### src/rtl/usb_rx_ctrl.sv
// Receive control FSM for the USB 1.1 receiver: sequences SYNC, PID, data and EOP,
// checks the PID, bounds the data length and aborts stalled packets on a bit timeout.
module usb_rx_ctrl #(
   parameter logic [7:0] SYNC_BYTE      = 8'h80,
   parameter int         MAX_DATA_BYTES = 64,
   parameter bit         PID_CHECK_EN   = 1'b1,
   parameter int         TIMEOUT_CYCLES = 32,
   parameter int         CNT_W          = $clog2(MAX_DATA_BYTES + 1)
) (
   input  logic             clk,
   input  logic             rst,
   input  logic             d_edge,
   input  logic             shift_en,
   input  logic             byte_rcvd,
   input  logic             eop,
   input  logic [7:0]       rcv_data,
   output logic             rcving,
   output logic             w_enable,
   output logic             pid_set,
   output logic             pid_rst,
   output logic [3:0]       pid,
   output logic             r_error,
   output logic [2:0]       err_code,
   output logic [CNT_W-1:0] byte_cnt,
   output logic             pkt_done
);

   localparam int               TO_W    = $clog2(TIMEOUT_CYCLES);
   localparam logic [TO_W-1:0]  TO_LAST = TO_W'(TIMEOUT_CYCLES - 1);
   localparam logic [CNT_W-1:0] CNT_MAX = CNT_W'(MAX_DATA_BYTES);

   typedef enum logic [3:0] {
      IDLE, SYNC, PID_WAIT, PID_RCV, PID_WRITE, PID_CHECK, DATA_WAIT,
      DATA_RCV, DATA_WRITE, EOP, ERR, ERR_EOP, ERR_IDLE
   } state_t;

   state_t           state_reg, state_next;
   logic [7:0]       pid_reg;
   logic [2:0]       err_reg;
   logic [CNT_W-1:0] cnt_reg;
   logic [TO_W-1:0]  to_reg, to_next;
   logic             done_reg;
   logic             err_set;
   logic [2:0]       err_val;
   logic             timed, to_hit, enter_sync;

   always_comb begin
      state_next = state_reg;
      err_set    = 1'b0;
      err_val    = 3'd0;
      timed      = (state_reg == SYNC) || (state_reg == PID_WAIT) || (state_reg == PID_RCV) ||
                   (state_reg == DATA_WAIT) || (state_reg == DATA_RCV);
      // Saturating compare: a byte event may win on the last cycle and carry the count on.
      to_hit     = timed && !shift_en && (to_reg >= TO_LAST);
      unique case (state_reg)
         IDLE:      if (d_edge) state_next = SYNC;
         SYNC: begin
            if (byte_rcvd) begin
               if (rcv_data == SYNC_BYTE) state_next = PID_WAIT;
               else begin state_next = ERR; err_set = 1'b1; err_val = 3'd1; end
            end else if (to_hit) begin
               state_next = ERR_IDLE; err_set = 1'b1; err_val = 3'd5;
            end
         end
         PID_WAIT: begin
            if (shift_en) begin
               if (eop) begin state_next = ERR_EOP; err_set = 1'b1; err_val = 3'd3; end
               else state_next = PID_RCV;
            end else if (to_hit) begin
               state_next = ERR_IDLE; err_set = 1'b1; err_val = 3'd5;
            end
         end
         PID_RCV: begin
            if (eop && shift_en) begin
               state_next = ERR_EOP; err_set = 1'b1; err_val = 3'd3;
            end else if (byte_rcvd) state_next = PID_WRITE;
            else if (to_hit) begin
               state_next = ERR_IDLE; err_set = 1'b1; err_val = 3'd5;
            end
         end
         PID_WRITE: state_next = PID_CHECK;
         PID_CHECK: begin
            if (PID_CHECK_EN && (pid_reg[7:4] != ~pid_reg[3:0])) begin
               state_next = ERR; err_set = 1'b1; err_val = 3'd2;
            end else state_next = DATA_WAIT;
         end
         DATA_WAIT: begin
            if (shift_en) state_next = eop ? EOP : DATA_RCV;
            else if (to_hit) begin
               state_next = ERR_IDLE; err_set = 1'b1; err_val = 3'd5;
            end
         end
         DATA_RCV: begin
            if (eop && shift_en) begin
               state_next = ERR_EOP; err_set = 1'b1; err_val = 3'd3;
            end else if (byte_rcvd) begin
               if (cnt_reg == CNT_MAX) begin state_next = ERR; err_set = 1'b1; err_val = 3'd4; end
               else state_next = DATA_WRITE;
            end else if (to_hit) begin
               state_next = ERR_IDLE; err_set = 1'b1; err_val = 3'd5;
            end
         end
         DATA_WRITE: state_next = DATA_WAIT;
         EOP:        if (d_edge) state_next = IDLE;
         ERR:        if (eop && shift_en) state_next = ERR_EOP;
         ERR_EOP:    if (d_edge) state_next = ERR_IDLE;
         ERR_IDLE:   if (d_edge) state_next = SYNC;
         default:    state_next = IDLE;
      endcase
      enter_sync = (state_next == SYNC) && (state_reg != SYNC);
      if (!timed || shift_en) to_next = '0;
      else if (to_reg >= TO_LAST) to_next = to_reg;
      else to_next = to_reg + 1'b1;
   end

   always_ff @(posedge clk) begin
      if (rst) begin
         state_reg <= IDLE;
         pid_reg   <= '0;
         err_reg   <= '0;
         cnt_reg   <= '0;
         to_reg    <= '0;
         done_reg  <= 1'b0;
      end else begin
         state_reg <= state_next;
         to_reg    <= to_next;
         done_reg  <= (state_next == EOP) && (state_reg != EOP);
         if (enter_sync) begin
            pid_reg <= '0;
            err_reg <= '0;
            cnt_reg <= '0;
         end else begin
            if (state_reg == PID_WRITE) pid_reg <= rcv_data;
            // First error of a packet is kept until the next SYNC.
            if (err_set && (err_reg == 3'd0)) err_reg <= err_val;
            if ((state_reg == DATA_WRITE) && (cnt_reg != CNT_MAX)) cnt_reg <= cnt_reg + 1'b1;
         end
      end
   end

   assign rcving   = !((state_reg == IDLE) || (state_reg == EOP) ||
                       (state_reg == ERR_EOP) || (state_reg == ERR_IDLE));
   assign w_enable = (state_reg == DATA_WRITE);
   assign pid_set  = (state_reg == PID_WRITE);
   assign pid_rst  = (state_reg == SYNC);
   assign r_error  = (state_reg == ERR) || (state_reg == ERR_EOP) || (state_reg == ERR_IDLE);
   assign pid      = pid_reg[3:0];
   assign err_code = err_reg;
   assign byte_cnt = cnt_reg;
   assign pkt_done = done_reg;

endmodule

### config.mk
export PLATFORM = sky130hd
export DESIGN_NAME = usb_rx_ctrl
export DESIGN_NICKNAME = d
export VERILOG_FILES = /design/src/rtl/usb_rx_ctrl.sv
export SDC_FILE = /design/constraint.sdc
export NUM_CORES = 1
export LEC_CHECK = 0
export CELL_PAD_IN_SITES_DETAIL_PLACEMENT = 1
export CELL_PAD_IN_SITES_GLOBAL_PLACEMENT = 2
export CORE_UTILIZATION = 32
export DETAILED_ROUTE_END_ITERATION = 10
export HOLD_SLACK_MARGIN = 0.06
export MAX_ROUTING_LAYER = met4
export PLACE_DENSITY_LB_ADDON = 0.1
export RECOVER_POWER = 100
export SLEW_MARGIN = 20
export SYNTH_ARGS = -nofsm -noshare
export SYNTH_HDL_FRONTEND = slang
export SYNTH_SLANG_ARGS = --single-unit
### constraint.sdc
create_clock -name clk -period 2.8 [get_ports clk]
set_input_delay 0.7 -clock clk [delete_from_list [all_inputs] [get_ports clk]]
set_output_delay 0.7 -clock clk [all_outputs]
set_load 0.02 [all_outputs]
# --- After elaboration in Yosys (flattened, before gate mapping) ---
# Cells that the tools add are included.
# W data, S select, Z words.
classes:
  mul: 0
  div_mod_pow: 0
  addsub: 2
  magnitude_cmp: 1
  n_mux: 44
  n_eq_ne: 20
  bitwise_logic: 1
  n_shift: 0
  n_reduce_logical: 25
ops:
  columns: ["op", "count"]
  rows:
  - ["$mux W4", 16]
  - ["$pmux W4 S12", 1]
  - ["$mux W3", 9]
  - ["$eq A4 B4 Y1 const B", 6]
  - ["$pmux W3 S6", 1]
  - ["$eq A4 B3 Y1 const B", 4]
  - ["$mux W1", 13]
  - ["$logic_or A1 B1 Y1", 10]
  - ["$eq A4 B1 Y1 const B", 2]
  - ["$eq A4 B2 Y1 const B", 2]
  - ["$eq A8 B8 Y1 const B", 1]
  - ["$add A7 B1 Y7 const B", 1]
  - ["$eq A7 B7 Y1 const B", 1]
  - ["$logic_and A1 B1 Y1", 7]
  - ["$ne A7 B7 Y1 const B", 1]
  - ["$mux W2", 3]
  - ["$pmux W1 S6", 1]
  - ["$reduce_or A2 Y1", 3]
  - ["$add A5 B1 Y5 const B", 1]
  - ["$ge A5 B5 Y1 const B", 1]
  - ["$logic_not A4 Y1", 1]
  - ["$ne A4 B1 Y1 const B", 1]
  - ["$ne A4 B4 Y1", 1]
  - ["$ne A4 B4 Y1 const B", 1]
  - ["other kinds (3)", 5]
totals:
  word_cells: 99
  rom_bits: 0
  output_inout_bits: 20
  in_bits: 14
  latchBits: 0
  register_bits: 28
  ram_bits: 0
  mem_count: 0

# --- Logic depth before layout (Yosys ltp) ---
# Gate-level depths: netlist of the first run.
logic_depth:
  word_depth: 14
  depth_mapped: 7
  ltp_nobuf: 7

# --- Least setup slack after synthesis of the first run ---
# Ideal clock, no wire load.
synth_path:
  path_kind: "register -> output"
  start: "reg state_reg[2]"
  end: "out r_error"
  path_slack_ps: 807
  t_required_ps: 2100
  path_stages_with_launch: 5
  t_arrival_ps: 1293
  path_buffers: 2
  cell_sequence: "dfxtp_1 -> buf_4 -> buf_2 -> nand2_1 -> a21boi_0"
synth_via:
  elab_chain_len: 3
  elab_cells_between_ends: 5
  cone_classes: "eq/ne (3); reduce/logical (2)"
synth_rtl:
  columns: ["item", "line", "rtl"]
  rows:
  - ["start: declaration", "37", "state_t state_reg, state_next;"]
  - ["start signal: assignment", "125", "state_reg <= state_next;"]
  - ["$eq A4 B4 Y1", "146", "assign r_error = (state_reg == ERR) || (state_reg == ERR_EOP) || (state_reg == ERR_IDLE);"]
  - ["$logic_or A1 B1 Y1", "146", null]
  - ["$logic_or A1 B1 Y1 *", "146", null]
  - ["end: declaration", "22", "output logic r_error,"]
# Mark *: on every way between the ends. The rest lies on a longest branch, timed or not.

# --- Worst setup path in the final report of the first run ---
layout_path:
  start: "reg state_reg[2]"
  end: "out w_enable"
layout_via:
  elab_chain_len: 1
layout_rtl:
  columns: ["item", "line", "rtl"]
  rows:
  - ["$eq A4 B4 Y1", "143", "assign w_enable = (state_reg == DATA_WRITE);"]
  - ["end: declaration", "18", "output logic w_enable,"]
# No other way between the ends.

==> results of run 1 <==
==> worst min-delay path by stage <==
stage / start / endpoint / slack [ns] / cells past startpoint
floorplan: pid_reg[4] / pid_reg[4] / 0.45 / 2
global placement: err_code[1] / err_code[1] / 0.45 / 2
detailed placement: err_code[1] / err_code[1] / 0.47 / 2
CTS: err_code[1] / err_code[1] / 0.48 / 2
global route: pid_reg[4] / pid_reg[4] / 0.50 / 2
finish: err_code[1] / err_code[1] / 0.47 / 2
==> worst max-delay path, delay by kind of cell, from the launching register on <==
family / cells / cell delay, ns
buffers and inverters: 2 / 0.89
flip-flops: 1 / 0.44
AND/OR/NAND/NOR: 1 / 0.34
==> layer usage <==
metal,global-route usage (%),vias up
met5,-,-
met4,4.53,0
met3,2.12,5
met2,31.9,26
met1,25.3,830
li1,-,870
==> power groups by stage <==
| stage | clock network, mW | registers [mW] | logic, mW |
|---|---|---|---|
| floorplan | 0 | 0.473 | 0.518 |
| global placement | 0 | 0.487 | 0.764 |
| detailed placement | 0 | 0.487 | 0.758 |
| CTS | 0.342 | 0.478 | 0.765 |
| global route | 0.362 | 0.484 | 0.811 |
| finish | 0.329 | 0.477 | 0.740 |
==> logic make-up after synthesis <==
logic type	count (synthesis)	synth area share, %
DFF	28	30.9
AOI/OAI and AO/OA	53	21.6
xor gates and xnor gates	13	6.27
buffers and inverters	25	7.99
and+or+nand+nor	105	30.6
adders and majority gates	4	2.75
==> synthesized netlist by cell type (5+ instances only) <==
cell type   n
nand2_1    30
dfxtp_1    28
nor2_1     22
a21oi_1    18
nor3_1     10
inv_1       8
nand3_1     7
nor2b_1     7
xnor2_1     7
buf_4       6
nand2b_1    6
xor2_1      6
buf_2       5
o211ai_1    5
==> area by class of cell <==
class / count / share of cell area (%)
inverters: 9 / 1.49
clock inverters: 1 / 1.32
clock buffers: 3 / 1.82
flip-flops and latches: 28 / 24.6
well taps: 72 / 3.96
multi-input cells: 175 / 47.8
repair buffers: 47 / 19.0
==> per-stage QoR <==
step | utilization [%] | total power, mW
4_1_cts | 42.1 | 1.58
6_report | 41.6 | 1.55
5_1_grt | 41.6 | 1.66
3_5_place_dp | 40.8 | 1.25
3_3_place_gp | 40.8 | 1.25
2_1_floorplan | - | 0.991
==> reports/qor.yml, run 1 <==
cts:
  hold_buffers: 0
  root_buffer: "clkbuf_8"
  path_clk_slew_ns: 0.10
  numCtsBuffers: 3
  cts_tree: "yes"
  htreeDepth: 1
  cts_resized: 0
  clkSinkCount: 28
  cts_setup_buffers: 0
  clock_path_buffers: 2
  clk_latency_ns: 0.28
pwr:
  p_clk_share_pct: 21.3
  seqPwrFrac_pct: 30.8
  p_sw_share_pct: 40.3
  powerDensity_nw_per_um2: 680
  ir_drop_v: 0.000199
  p_comb_share_pct: 47.9
  switchingPower_mw: 0.623
  power.internal_mw: 0.924
  p_leak_nw: 0.840
final_layout:
  n_fill_cell: 683
  num_antenna_cells: 0
  largest_register_ffs: 8
  multi_input_area_um2: 1090
  drive_above_1_share_pct: 10.6
  final_cell_area_um2: 2270
  final_common_cell: "nand2_1"
  nNetsFinal: 282
  syn_to_final_growth_pct: 25.2
  seqCellArea_um2: 561
  mostFrequentLayoutCells: "nand2_1 (30), dfxtp_1 (28), nor2_1 (22), dlygate4sd3_1 (20), a21oi_1 (18)"
  fin_cells: 335
timing:
  max_freq_mhz: 376
  fin_crit_ns: 2.66
  tightestPinTransition_ns: 1.01
  holdWs_ns: 0.472
  fin_setup_tns_ns: 0
  rsz0062_at_grt: "false"
  maxSlewHeadroom_pct: 32.4
  worst_slack_ns: 0.142
  setup_violations: 0
  drv_slew: 0
  skew_ns: 0.00437
  fin_crit_sh_pct: 94.9
  final_hold_viol_count: 0
setup_path:
  r2r_end: "pkt_done"
  rrSetupSlack_ns: 0.25
  crit_end: "w_enable"
  crit_type: "register to output port"
  worstPathRequired_ns: 2.10
  crit_path_start_kind: "register"
  critPathMaxFanout: 10
  cp-startpoint: "state_reg[2]"
  cp_slowest_cell: "clkdlybuf4s50_1"
  path_cells: "buf_4, nor4b_4, clkdlybuf4s50_1"
  cpPeakStageDelay_ns: 0.66
  crit_path_end_kind: "output port"
  reg2reg_depth: 7
  crit-reg2reg-launch: "to_reg[0]"
  crit_arrival_ns: 1.96
floorplanning:
  ios: 34
  chipHeight_um: 77.3
  initial_core_util_pct: 33.2
  core_um2: 5470
  die_w_um: 77.3
  dieArea_um2: 5980
  rows: 27
route:
  dr.pass1.iters: 4
  met2_length_um: 2490
  ant_nets: 0
  drt-met1-wl_um: 2600
  first_iter_violations: 86
  drc: 0
  wl_per_cell_um: 15.7
  route.met3.wl_um: 124
  routed.top_layer: "met4"
  via_per_inst: 5.17
  totalWireLength_um: 5270
  vias: 1731
yosys:
  synth_cell_types: 58
  syn_inst: 228
  synthesis.area_um2: 1820
  yosysWarnings: 0
  ys.flop_type: "dfxtp_1"
  synth_top_area_share_pct: 30.9
  synth_edf_count: 0
  yosys-top-cells-area: "dfxtp_1 (31%), nand2_1 (6.2%), a21oi_1 (5.0%), nor2_1 (4.5%), xnor2_1 (3.4%)"
  ys_seq_elements: 28
  syn_avg_cell_area_um2: 7.97
  synth_top_area_cell: "dfxtp_1"
  ys_seq_area_share_pct: 30.9
  syn-num-nets: 246
  async_reset_ff_share_pct: 0
place:
  place_congestion: 0.782
  placed_cells: 331
  dp_slack_ns: 0.432
  dpl.hpwl_um: 4110
  io_buffers: 33
  placed_area_um2: 2230
run_status:
  outcome: "finished clean"
job:
  cap_violations: 0
global_routing:
  grt_usage_pct: 19.3
  grt_pass1_vias: 1787
  antenna_found_initial: 0
  grt_max_degree: 19
  grt_pass1_wl_um: 8870
  overflow: 0
hold_path:
  holdCritPathClass: "register to register"
No activity file was read; power rests on OpenSTA's default activity.
==> run 2, diff against run 1 <==
Settings changed: CAP_MARGIN set to 25.
==> results of run 2 <==
Final layout, timing and power as in run 1 (identical DEF).
